<file path="config.mk">
export PLATFORM = sky130hd
export DESIGN_NAME = sorter_result_streamer
export DESIGN_NICKNAME = d
export VERILOG_FILES = /design/src/rtl/sorter_pkg.sv /design/src/rtl/result_fifo2.sv /design/src/rtl/sorter_result_streamer.sv
export SDC_FILE = /design/constraint.sdc
export NUM_CORES = 1
export LEC_CHECK = 0
export CAP_MARGIN = 5
export CORE_MARGIN = 4
export CORE_UTILIZATION = 25
export DETAILED_ROUTE_END_ITERATION = 7
export GPL_TIMING_DRIVEN = 0
export SKIP_LAST_GASP = 1
export SLEW_MARGIN = 20
export SYNTH_ARGS = -nofsm -noshare
export SYNTH_HDL_FRONTEND = slang
export SYNTH_SLANG_ARGS = --single-unit
</file>
<file path="constraint.sdc">
create_clock -name clk_i -period 56.1 [get_ports clk_i]
set_clock_uncertainty 0.2 [all_clocks]
set_input_delay 16.83 -clock clk_i [delete_from_list [all_inputs] [get_ports clk_i]]
set_output_delay 16.83 -clock clk_i [all_outputs]
set_load 0.01 [all_outputs]
</file>
<file path="src/rtl/sorter_pkg.sv">
// Shared types for the sorter result streamer: the sorter output bundle,
// the buffered result entry, the streaming FSM states and the channel decode.
package sorter_pkg;

   localparam int SORTER_DATAWIDTH      = 8;
   localparam int SORTER_MAX_DATALENGTH = 32;

   typedef struct packed {
      logic [SORTER_MAX_DATALENGTH-1:0][SORTER_DATAWIDTH-1:0] data;
      logic [2:0]                                             channel;
   } sorter_top_io_t;

   typedef struct packed {
      logic [SORTER_MAX_DATALENGTH-1:0][SORTER_DATAWIDTH-1:0] data;
      logic [5:0]                                             k;
      logic [5:0]                                             length;
   } result_entry_t;

   typedef enum logic {
      IDLE   = 1'b0,
      STREAM = 1'b1
   } state_t;

   // Channel 0 never reaches here; the wide channels all mean a full array.
   function automatic logic [5:0] chan_to_len(input logic [2:0] channel);
      logic [5:0] len;
      len = 6'd32;
      case (channel)
         3'd1:    len = 6'd4;
         3'd2:    len = 6'd8;
         3'd3:    len = 6'd16;
         default: len = 6'd32;
      endcase
      return len;
   endfunction

endpackage

</file>
<file path="src/rtl/result_fifo2.sv">
// Two-entry FIFO of complete sorter results; a push into a full FIFO is only
// taken when the head is popped in the same cycle.
module result_fifo2
   import sorter_pkg::*;
(
   input  logic          clk_i,
   input  logic          rstn_i,
   input  logic          push,
   input  result_entry_t push_entry,
   input  logic          pop,
   output logic          full,
   output logic          empty,
   output result_entry_t head
);

   result_entry_t slot [2];
   logic          rd_ptr;
   logic          wr_ptr;
   logic [1:0]    count;
   logic          push_ok;
   logic          pop_ok;

   assign full    = (count == 2'd2);
   assign empty   = (count == 2'd0);
   assign pop_ok  = pop && !empty;
   assign push_ok = push && (!full || pop_ok);
   assign head    = slot[rd_ptr];

   always_ff @(posedge clk_i or negedge rstn_i) begin
      if (!rstn_i) begin
         rd_ptr <= 1'b0;
         wr_ptr <= 1'b0;
         count  <= 2'd0;
      end else begin
         if (push_ok) wr_ptr <= ~wr_ptr;
         if (pop_ok)  rd_ptr <= ~rd_ptr;
         case ({push_ok, pop_ok})
            2'b10:   count <= count + 2'd1;
            2'b01:   count <= count - 2'd1;
            default: count <= count;
         endcase
      end
   end

   // Payload storage needs no reset; emptiness is tracked by count alone.
   always_ff @(posedge clk_i) begin
      if (push_ok) slot[wr_ptr] <= push_entry;
   end

endmodule

</file>
<file path="src/rtl/sorter_result_streamer.sv">
// Streams the first k elements of each captured sorter result over a
// valid/ready handshake, buffering up to two results.
module sorter_result_streamer
   import sorter_pkg::*;
#(
   parameter int DATAWIDTH      = SORTER_DATAWIDTH,
   parameter int MAX_DATALENGTH = SORTER_MAX_DATALENGTH
)(
   input  logic                 clk_i,
   input  logic                 rstn_i,
   input  sorter_top_io_t       y_i,
   input  logic [5:0]           k_i,
   output logic [DATAWIDTH-1:0] data_o,
   output logic [4:0]           idx_o,
   output logic                 valid_o,
   input  logic                 ready_i,
   output logic                 last_o,
   output logic                 busy_o,
   output logic                 overflow_o
);

   localparam logic [5:0] MAX_LEN = 6'(MAX_DATALENGTH);

   state_t        state;
   state_t        state_next;
   logic [4:0]    idx;
   logic [4:0]    idx_next;
   logic          overflow_q;
   logic [5:0]    cap_len;
   logic [5:0]    cap_k;
   logic          capture;
   result_entry_t cap_entry;
   result_entry_t head;
   logic          fifo_full;
   logic          fifo_empty;
   logic [5:0]    end_k;
   logic          fire;
   logic          at_last;
   logic          pop;

   // Decode and clamp the arriving result; a zero effective k is discarded.
   always_comb begin
      cap_len = chan_to_len(y_i.channel);
      if (cap_len > MAX_LEN) cap_len = MAX_LEN;
      cap_k = (k_i < cap_len) ? k_i : cap_len;
      capture = (y_i.channel != 3'd0) && (cap_k != 6'd0);
      cap_entry.data   = y_i.data;
      cap_entry.k      = cap_k;
      cap_entry.length = cap_len;
   end

   result_fifo2 u_fifo (
      .clk_i      (clk_i),
      .rstn_i     (rstn_i),
      .push       (capture),
      .push_entry (cap_entry),
      .pop        (pop),
      .full       (fifo_full),
      .empty      (fifo_empty),
      .head       (head)
   );

   assign end_k   = (head.k < head.length) ? head.k : head.length;
   assign valid_o = (state == STREAM);
   assign fire    = valid_o && ready_i;
   assign at_last = valid_o && ({1'b0, idx} == (end_k - 6'd1));
   assign pop     = fire && at_last;

   assign data_o     = valid_o ? DATAWIDTH'(head.data[idx]) : '0;
   assign idx_o      = valid_o ? idx : 5'd0;
   assign last_o     = at_last;
   assign busy_o     = !fifo_empty;
   assign overflow_o = overflow_q;

   always_ff @(posedge clk_i or negedge rstn_i) begin
      if (!rstn_i) begin
         state      <= IDLE;
         idx        <= 5'd0;
         overflow_q <= 1'b0;
      end else begin
         state      <= state_next;
         idx        <= idx_next;
         overflow_q <= capture && fifo_full && !pop;
      end
   end

   // After the last beat, another entry remains if the FIFO was full or a
   // result is being accepted in the same cycle.
   always_comb begin
      state_next = state;
      idx_next   = idx;
      case (state)
         IDLE: begin
            idx_next = 5'd0;
            if (capture) state_next = STREAM;
         end
         STREAM: begin
            if (fire) begin
               if (at_last) begin
                  idx_next   = 5'd0;
                  state_next = (fifo_full || capture) ? STREAM : IDLE;
               end else begin
                  idx_next = idx + 5'd1;
               end
            end
         end
         default: begin
            state_next = IDLE;
            idx_next   = 5'd0;
         end
      endcase
   end

endmodule

</file>
==> run_results.csv <==
group,metric,value,unit
yosys,synth_edf_count,532,
setup_path,path_common_cell,"buf_2",
yosys,post-synth-top-area-cell,"edfxtp_1",
yosys,synth_area_leaders,"edfxtp_1, mux4_2, mux2i_1",
yosys,synth_async_sr_flop_share,0.0203,
clock_tree,cts_resized,0,
sta,tns,0,ns
detailed_routing,routed_wl,61400,µm
setup_path,crit_family,"buffers and inverters",
floorplanning,start_util,0.253,
grt,grt_overflow,0,
placement,place.gp.congestion,0.808,
sta,relSlewSlack,0.315,
power,power.density,58.0,nW/µm²
flow_run,maxCapViolations,0,
sta,rsz0062_at_grt,"no",
yosys,ys_ff_latch,543,
floorplanning,pin_count,285,
setup_path,critPathLaunchType,"register",
run_status,outcome,"complete, no violations",
setup_path,crit_slowest_cell,"a211oi_1",
power,p_switching,0.559,mW
detailed_routing,vias_per_cell,4.43,
power,p_seq_frac,0.394,
setup_path,crit_buf_inv,6,
grt,use_met2,0.220,
cells_and_area,most-common-layout-cells,"edfxtp_1, clkdlybuf4s50_1, mux2i_1",
setup_path,worstReg2RegEnd,"u_fifo.slot[0][57]",
detailed_routing,detail-route-antenna-nets,0,
floorplanning,die-width,302,µm
floorplanning,die_area,91200,µm²
cells_and_area,syn_to_final_growth,31.3,%
power,p_leak,9.34,nW
setup_path,cp.arrival,5.15,ns
yosys,synthFlopType,"edfxtp_1",
clock_tree,cts_setup_buffers,0,
placement,dp_hpwl,46900,µm
floorplanning,die_h,302,µm
power,max-vdd-ir-drop,0.0265,mV
sta,worst_pin_slew,1.03,ns
power,p_sw_frac,0.340,
setup_path,critPathCapture,"data_o[5]",
floorplanning,rows,107,
cells_and_area,multi_input_area,5060,µm²
setup_path,crit_type,"reg2out",
cells_and_area,fillers,8210,
yosys,ys_seq_area_frac,0.752,
sta,setup_viol,0,
grt,grt_pass1_vias,12700,
yosys,syn_nets,1357,
placement,io_buffers,284,
power,total_power,1.64,mW
detailed_routing,drt_first_iter_violations,841,
clock_tree,cts_tree,"built",
sta,period_needed,22.18,ns
setup_path,crit_cells,13,
setup_path,r2r_start,"u_fifo.rd_ptr",
clock_tree,root_buffer,"clkbuf_16",
setup_path,reg2reg_depth,20,
clock_tree,clkLatencyLatePin,0.60,ns
grt,grt_max_degree,24,
cells_and_area,layout_commonest_cell,"edfxtp_1",
sta,finalCritPeriodShare,0.395,
setup_path,worst-path-max-fanout,11,
grt,gr-max-usage-layer,"met2",
worst_hold_path,hp-start,"u_fifo.count[1]",
cells_and_area,drive_gt1_frac,0.174,
cells_and_area,final-seq-area,16300,µm²
setup_path,end_kind,"output port",
yosys,yosysWarnings,0,
grt,grt_pass1_wl,86500,µm
power,power_frac_comb,0.387,
detailed_routing,wl_per_cell,23.1,µm
clock_tree,clk_pin_slew,0.07,ns
yosys,syn_inst,1081,
detailed_routing,route.detailed.drc,0,
grt,antenna_found_initial,16,
setup_path,crit_chain,"buf_6 > buf_4 > buf_2 > buf_2 > buf_2 > mux2i_1 > o22ai_1 > a211oi_1 > o21ai_0 > nand3_1 > o21ai_0 > and2_1 > clkdlybuf4s50_1",
clock_tree,cts_max_level,2,
grt,grtUsageMet1,0.173,
yosys,synth_area,21600,µm²
grt,track_usage,0.132,
sta,finalHoldViolations,0,
sta,slew_violations,0,
detailed_routing,vias,11800,
power,clkPwrFrac,0.218,
yosys,yosysUniqueCellTypes,67,
cells_and_area,nets,1738,
setup_path,cp.required,39.07,ns
clock_tree,cts-buffers-inserted,57,
power,p_int,1.09,mW
clock_tree,clockBufferDepth,3,
yosys,netlist.area_leader.share,0.740,
setup_path,startpoint,"u_fifo.rd_ptr",
setup_path,max_stage_delay,0.85,ns
detailed_routing,drt_pre_antenna_iters,4,
yosys,syn_avg_cell_area,20.0,µm²
sta,max_freq,45.1,MHz
worst_hold_path,min_path_type,"reg2reg",
floorplanning,core_area,85400,µm²
clock_tree,hold_buffers,0,
setup_path,reg2reg_slack,49.98,ns
clock_tree,clock-sinks,543,
grt,grtUsageMet3,0.0327,
## flip-flops by register name, indices dropped and copies added, names as in the netlist
signal,cells
u_fifo.slot,532
idx,5
u_fifo.count,2
overflow_o,1
u_fifo.rd_ptr,1
u_fifo.wr_ptr,1
valid_o,1
## cell families after synthesis
family                     Yosys count  synth area share
DFF                                543             0.752
muxes                              209             0.155
AOI/OAI and AO/OA                  151            0.0470
and+or+nand+nor                     92            0.0246
buffers and inverters               72            0.0143
adders and majority gates            8           0.00463
xor gates and xnor gates             6           0.00243
## per-layer routing
metal  routed length (µm)  part of all wire
met3                 4230             0.069
met2                29600              0.48
met1                25900              0.42
met5                  146            0.0024
met4                 1460             0.024
## final cells by class
class / count / share of cell area
multi-input cells: 466 / 0.178
clock inverters: 39 / 0.0111
plain buffers: 58 / 0.00918
clock buffers: 68 / 0.0517
repair buffers: 322 / 0.124
well taps: 1144 / 0.0505
inverters: 14 / 0.00185
diodes: 4 / 0.000353
flip-flops and latches: 543 / 0.573
## stage by stage
| step | hold slack, ns | util | setup WS, ns | cell area [µm²] | instances |
|---|---|---|---|---|---|
| floorplan | 0.345 | - | 16.99 | 21600 | 1081 |
| global placement | 0.366 | 0.303 | 5.11 | 25900 | 2509 |
| detailed placement | 0.441 | 0.311 | 34.47 | 26600 | 2546 |
| CTS | 0.444 | 0.332 | 33.80 | 28300 | 2653 |
| global route | 0.491 | 0.332 | 33.56 | 28400 | 2655 |
| finish | 0.452 | 0.332 | 33.92 | 28400 | 2658 |
## tightest hold or removal path, stage by stage, from the launching register on
cell      delay (ns)
dfrtp_1         0.43
nand4_1         0.09
a311oi_1        0.09
## synth_stat cells, types with 3 or more instances
cell and number:
nor3b_1 3, nor2_1 11, and3_1 3, clkbuf_1 32, o22ai_1 19, buf_4 3
ha_1 8, dfrtp_1 11, xor2_1 3, buf_1 6, mux4_2 98, a211oi_1 18
mux2i_1 104, nor3_1 3, nor2b_1 5, a21boi_0 3, mux2_2 4, o21ai_0 45
nand3_1 13, nand2_1 20, o221ai_1 15, inv_1 14, and2_1 10, a31oi_1 4
edfxtp_1 532, nand3b_1 4, buf_2 16, o211ai_1 4, a21oi_1 25, xnor2_1 3
## worst min path at each step
stage                      end  depth (start not counted)
2_1_floorplan    u_fifo.wr_ptr                          1
3_3_place_gp     u_fifo.wr_ptr                          1
3_5_place_dp   u_fifo.count[0]                          2
4_1_cts        u_fifo.count[0]                          2
5_1_grt        u_fifo.count[0]                          2
6_report       u_fifo.count[0]                          2
## power by group through the flow
stage | clock network, mW | registers, mW | logic, mW
floorplan | 0 | 0.761 | 0.356
global placement | 0 | 0.832 | 0.584
detailed placement | 0 | 0.658 | 0.655
CTS | 0.372 | 0.650 | 0.657
global route | 0.388 | 0.660 | 0.691
finish | 0.359 | 0.649 | 0.637
Power figures use the tool's default switching activity.
